`src/rtl/bus_rr_scheduler_if.sv`:
```
// Packet-bus signals between the per-driver FIFOs and the round-robin scheduler.
// master = scheduler side, slave = FIFO side.
interface bus_rr_scheduler_if #(
  parameter int unsigned WIDTH = 32,
  parameter int unsigned DRVS  = 8
);
  logic [DRVS-1:0]       pndng;
  logic [DRVS*WIDTH-1:0] D_pop;
  logic [DRVS-1:0]       pop;
  logic [DRVS-1:0]       push;
  logic [WIDTH-1:0]      D_push;

  modport master (
    input  pndng,
    input  D_pop,
    output pop,
    output push,
    output D_push
  );

  modport slave (
    output pndng,
    output D_pop,
    input  pop,
    input  push,
    input  D_push
  );
endinterface

```
`src/rtl/bus_rr_scheduler.sv`:
```
// Round-robin scheduler: grants one driver FIFO, pops its head packet and pushes
// it to the FIFO(s) named by the header ID (unicast or broadcast).
module bus_rr_scheduler #(
  parameter int unsigned WIDTH     = 32,
  parameter int unsigned DRVS      = 8,
  parameter logic [7:0]  BROADCAST = 8'hFF,
  localparam int unsigned IdW      = (DRVS > 1) ? $clog2(DRVS) : 1
) (
  input  logic                 clk,
  input  logic                 reset,
  bus_rr_scheduler_if.master   bus,
  output logic [IdW-1:0]       grant_id,
  output logic                 busy,
  output logic [15:0]          drop_cnt
);

  typedef enum logic [1:0] {StIdle, StGrant, StDeliver} state_e;

  state_e           state_q, state_d;
  logic [IdW-1:0]   ptr_q, ptr_d;
  logic [IdW-1:0]   grant_q, grant_d;
  logic [WIDTH-1:0] data_q, data_d;
  logic [15:0]      drop_cnt_q, drop_cnt_d;

  logic             req_found;
  logic [IdW-1:0]   req_sel;
  logic [7:0]       hdr_id;
  logic [DRVS-1:0]  dest_mask;

  function automatic logic [IdW-1:0] wrap_idx(input logic [IdW-1:0] base, input int k);
    int s;
    s = int'(base) + k;
    if (s >= int'(DRVS)) s = s - int'(DRVS);
    return IdW'(s);
  endfunction

  // First pending driver at or after the rr pointer, wrapping.
  always_comb begin
    req_found = 1'b0;
    req_sel   = '0;
    for (int k = 0; k < int'(DRVS); k++) begin
      if (!req_found && bus.pndng[wrap_idx(ptr_q, k)]) begin
        req_found = 1'b1;
        req_sel   = wrap_idx(ptr_q, k);
      end
    end
  end

  // Broadcast goes everywhere but the source; a self-addressed packet yields an empty mask.
  assign hdr_id = data_q[WIDTH-1 -: 8];
  always_comb begin
    dest_mask = '0;
    for (int j = 0; j < int'(DRVS); j++) begin
      dest_mask[j] = ((hdr_id == BROADCAST) || (hdr_id == 8'(j))) && (grant_q != IdW'(j));
    end
  end

  always_comb begin
    state_d    = state_q;
    ptr_d      = ptr_q;
    grant_d    = grant_q;
    data_d     = data_q;
    drop_cnt_d = drop_cnt_q;
    bus.pop    = '0;
    bus.push   = '0;
    unique case (state_q)
      StIdle: begin
        if (req_found) begin
          grant_d = req_sel;
          state_d = StGrant;
        end
      end
      StGrant: begin
        bus.pop[grant_q] = 1'b1;
        for (int i = 0; i < int'(DRVS); i++) begin
          if (grant_q == IdW'(i)) data_d = bus.D_pop[i*WIDTH +: WIDTH];
        end
        state_d = StDeliver;
      end
      StDeliver: begin
        bus.push = dest_mask;
        if (dest_mask == '0 && drop_cnt_q != 16'hFFFF) drop_cnt_d = drop_cnt_q + 16'd1;
        ptr_d   = (grant_q == IdW'(DRVS - 1)) ? '0 : grant_q + IdW'(1);
        state_d = StIdle;
      end
      default: state_d = StIdle;
    endcase
  end

  always_ff @(posedge clk) begin
    if (!reset) begin
      state_q    <= StIdle;
      ptr_q      <= '0;
      grant_q    <= '0;
      data_q     <= '0;
      drop_cnt_q <= '0;
    end else begin
      state_q    <= state_d;
      ptr_q      <= ptr_d;
      grant_q    <= grant_d;
      data_q     <= data_d;
      drop_cnt_q <= drop_cnt_d;
    end
  end

  assign bus.D_push = data_q;
  assign grant_id   = grant_q;
  assign busy       = (state_q != StIdle);
  assign drop_cnt   = drop_cnt_q;

endmodule
```
`src/flat_wrapper.sv`:
```
// flat-port wrapper written by rule: the top's interface ports become plain ports
module bus_rr_scheduler_flat 
#(
  parameter int unsigned WIDTH     = 32,
  parameter int unsigned DRVS      = 8,
  parameter logic [7:0]  BROADCAST = 8'hFF,
  localparam int unsigned IdW      = (DRVS > 1) ? $clog2(DRVS) : 1
)
  (clk, reset, grant_id, busy, drop_cnt, bus_pndng, bus_D_pop, bus_pop, bus_push, bus_D_push);
  bus_rr_scheduler_if #(.WIDTH(WIDTH), .DRVS(DRVS)) bus_i ();
  input  logic clk;
  input  logic reset;
  output logic [IdW-1:0] grant_id;
  output logic busy;
  output logic [15:0] drop_cnt;
  input wire logic [$bits(bus_i.pndng)-1:0] bus_pndng;
  input wire logic [$bits(bus_i.D_pop)-1:0] bus_D_pop;
  output wire logic [$bits(bus_i.pop)-1:0] bus_pop;
  output wire logic [$bits(bus_i.push)-1:0] bus_push;
  output wire logic [$bits(bus_i.D_push)-1:0] bus_D_push;
  assign bus_i.pndng = bus_pndng;
  assign bus_i.D_pop = bus_D_pop;
  assign bus_pop = bus_i.pop;
  assign bus_push = bus_i.push;
  assign bus_D_push = bus_i.D_push;
  bus_rr_scheduler #(.WIDTH(WIDTH), .DRVS(DRVS), .BROADCAST(BROADCAST)) u_core (.clk(clk), .reset(reset), .bus(bus_i), .grant_id(grant_id), .busy(busy), .drop_cnt(drop_cnt));
endmodule
```
`config.mk`:
```
export PLATFORM = sky130hd
export DESIGN_NAME = bus_rr_scheduler_flat
export DESIGN_NICKNAME = d
export VERILOG_FILES = /design/src/rtl/bus_rr_scheduler_if.sv /design/src/rtl/bus_rr_scheduler.sv /design/src/flat_wrapper.sv
export SDC_FILE = /design/constraint.sdc
export NUM_CORES = 1
export LEC_CHECK = 0
export CORE_AREA = 2 2 128 130
export CTS_CLUSTER_SIZE = 10
export DETAILED_ROUTE_END_ITERATION = 10
export DIE_AREA = 0 0 130 132
export GPL_TIMING_DRIVEN = 0
export PLACE_DENSITY = 0.78
export REMOVE_ABC_BUFFERS = 1
export SLEW_MARGIN = 10
export SYNTH_ARGS = -nofsm -noshare
export SYNTH_HDL_FRONTEND = slang
export SYNTH_SLANG_ARGS = --single-unit
```
`constraint.sdc`:
```
create_clock -name clk -period 4.28 [get_ports clk]
set_input_delay 0.856 -clock clk [delete_from_list [all_inputs] [get_ports clk]]
set_output_delay 0.856 -clock clk [all_outputs]
set_load 0.03 [all_outputs]
```
==> impl_metrics.json <==
{
  "grt_pass1_wl_mm": 36.00,
  "ys_types": 67,
  "report.final.slew_viol_count": 0,
  "dp_hpwl_mm": 18.03,
  "holdWs_ps": 491.3,
  "rows": 46,
  "yosys_warnings": 0,
  "crit_arrival_ps": 4100,
  "pwr-share-comb_pct": 52.4,
  "clk_pin_slew_ps": 70,
  "leakage_nw": 3.535,
  "drtAntennaViolNets": 0,
  "portBuffers": 333,
  "maxSlewHeadroom_pct": 41.92,
  "fp.coreArea_um2": 15710,
  "synth_top_area_cell": "dfxtp_1",
  "ys.flop_type": "dfxtp_1",
  "worstReg2RegStart": "u_core.ptr_q[0]",
  "avgRoutedWirePerCell_um": 18.64,
  "p_int_mw": 1.502,
  "period_share_pct": 91.72,
  "insertedDiodeCount": 0,
  "clock-sinks": 56,
  "cts_max_path_buffers": 2,
  "first_pass_iters": 5,
  "cts_tree": "done",
  "netlist_top_cells_count": "158 x nor2_1, 89 x nand2_1, 57 x clkbuf_1",
  "cts_setup_buffers": 0,
  "grt_pass1_vias": 6750,
  "num_vias": 7043,
  "powerDensity_nw_per_um2": 248.5,
  "syn_avg_cell_area_um2": 7.410,
  "setup_slack_ps": 354.6,
  "drc": 0,
  "cts_hold_buf": 0,
  "cts_buffers": 5,
  "reg2reg_depth": 9,
  "first_iter_violations": 470,
  "rsz0062_at_grt": "false",
  "fin_nets": 1321,
  "hp-start": "u_core.drop_cnt[9]",
  "drive_above_1_share_pct": 4.967,
  "dieHeight_um": 132,
  "status": "complete, no violations",
  "n_fill_cell": 1418,
  "cap_violations": 0,
  "num_io_pins": 334,
  "worst_pin_slew_ps": 866.4,
  "skew_ps": 5.523,
  "synth-seq-area-share_pct": 19.52,
  "finalHoldViolCount": 0,
  "yosysMostFrequentCell": "nor2_1",
  "grt_util_all_layers_pct": 26.58,
  "critical_path_class": "reg -> reg",
  "cts_resized": 0,
  "finalInstanceArea_um2": 9339,
  "cp-end-kind": "flip-flop",
  "crit_fanout": 17,
  "fmax_mhz": 254.7,
  "setup_viol": 0,
  "wl_mm": 23.54,
  "finalCoreUtilization_pct": 59.44,
  "cts_root_buf": "clkbuf_16",
  "switching_power_uw": 818.4,
  "antenna_found_initial": 1,
  "critPathRequiredTime_ps": 4460,
  "synthCells": 775,
  "clk_latency_ps": 300,
  "p_sw_share_pct": 35.27,
  "synth-edff-count": 0,
  "irDropWorstVdd_mv": 0.1797,
  "gp_congestion": 0.8901,
  "die_area_um2": 17160,
  "yosysTopAreaCellShare_pct": 19.52,
  "place_area_um2": 9171,
  "gr-total-overflow": 0,
  "fin_tns_setup_ps": 0,
  "synthTopCellsByArea": "dfxtp_1 20%, nor2_1 10%, mux2i_1 8.5%",
  "period_needed_ps": 3925,
  "pwr-share-clk_pct": 20.7,
  "reg2reg_to": "u_core.grant_id[2]",
  "async_reset_ff_share_pct": 0,
  "r2r_setup_slack_ps": 350,
  "initial_core_util_pct": 36.55,
  "worstSetupStartpointType": "flip-flop",
  "ys_ff_latch": 56,
  "grt_max_degree": 69,
  "synth_area_um2": 5743,
  "cts_htree_levels": 2,
  "pre_cts_slack_ps": 362.8,
  "area_delta_synth_final_pct": 62.61,
  "hold_class": "reg -> reg",
  "hold_depth": 2,
  "die_w_um": 130,
  "post_drt_via_cell_ratio": 5.576,
  "min_to": "u_core.drop_cnt[9]",
  "seqPwrFrac_pct": 26.9
}
-- cells in the final DEF (no fill, tap or decap), types with 9 or more instances in the layout --
master and n:
a211o_1 32, a211oi_1 39, a21oi_1 12, a311o_1 33, a311oi_1 32, clkdlybuf4s50_1 332, dfxtp_1 56, inv_1 12
mux2i_1 49, nand2_1 87, nand3_1 11, nor2_1 158, nor3_1 9, nor4_1 10, o21ai_0 35, xnor2_1 10
-- worst max-delay path by stage --
stage / endpoint / from
3_3_place_gp: bus_push[2] / u_core.grant_id[0]
2_1_floorplan: u_core.drop_cnt[11] / u_core.grant_id[0]
4_1_cts: u_core.grant_id[2] / u_core.ptr_q[0]
3_5_place_dp: u_core.grant_id[0] / u_core.ptr_q[0]
6_report: u_core.grant_id[2] / u_core.ptr_q[0]
5_1_grt: u_core.grant_id[2] / u_core.ptr_q[0]
-- metrics by stage --
stage               power (mW)  std cells
floorplan                1.327        700
global placement         1.834       1249
detailed placement       1.849       1255
CTS                      2.336       1263
global route             2.462       1263
finish                   2.321       1263
-- registers in the layout, summed over array words and instances, names as in the netlist --
name               cells
u_core.drop_cnt       16
u_core.ptr_q           3
u_core.grant_id        3
u_core.bus.D_push     32
u_core.state_q         2
-- layer usage --
| layer | global-route usage [%] | part of all wire [%] | wire length (um) |
|---|---|---|---|
| met1 | 31.52 | 40 | 9326 |
| met2 | 44.42 | 47 | 11110 |
| met5 | 0 | 0 | 0 |
| met3 | 9.050 | 10 | 2353 |
| met4 | 9.319 | 3.2 | 752 |
-- cell type report --
cell class,count,area (um2),area share (%)
Multi-Input combinational cell,631,4288,45.91
Timing Repair Buffer,339,3443,36.87
Sequential cell,56,1121,12.00
Tap cell,216,270.3,2.894
Clock buffer,5,125.1,1.340
Inverter,13,48.80,0.5225
Clock inverter,3,42.54,0.4555
-- cell families (layout without fill, tap and decap cells) --
logic type | count (synthesis) | in the layout | share of synthesized area [%]
fa+ha+maj | 9 | 9 | 1.961
mux | 69 | 69 | 14.68
compound gates | 214 | 214 | 29.89
xor+xnor | 13 | 13 | 1.983
flops | 56 | 56 | 19.52
buf+inv | 88 | 360 | 6.645
simple gates | 326 | 326 | 25.32
-- worst max-delay path, cell delays in order (launching register included) --
cell and delay [ps]:
dfxtp_1 780, inv_1 250, ha_1 800, mux4_2 600
a22oi_2 230, a32oi_2 210, nor3_4 390, nand4_1 130
a31oi_1 270, o32ai_1 130
-- power groups by stage --
stage | Combinational, mW | Clock (mW) | Sequential [mW]
after CTS | 1.22 | 0.493 | 0.624
after detailed placement | 1.21 | 0 | 0.635
final | 1.22 | 0.479 | 0.625
after global routing | 1.32 | 0.513 | 0.633
after floorplan | 0.621 | 0 | 0.706
after global placement | 1.20 | 0 | 0.631
(Power assumes the default switching activity.)
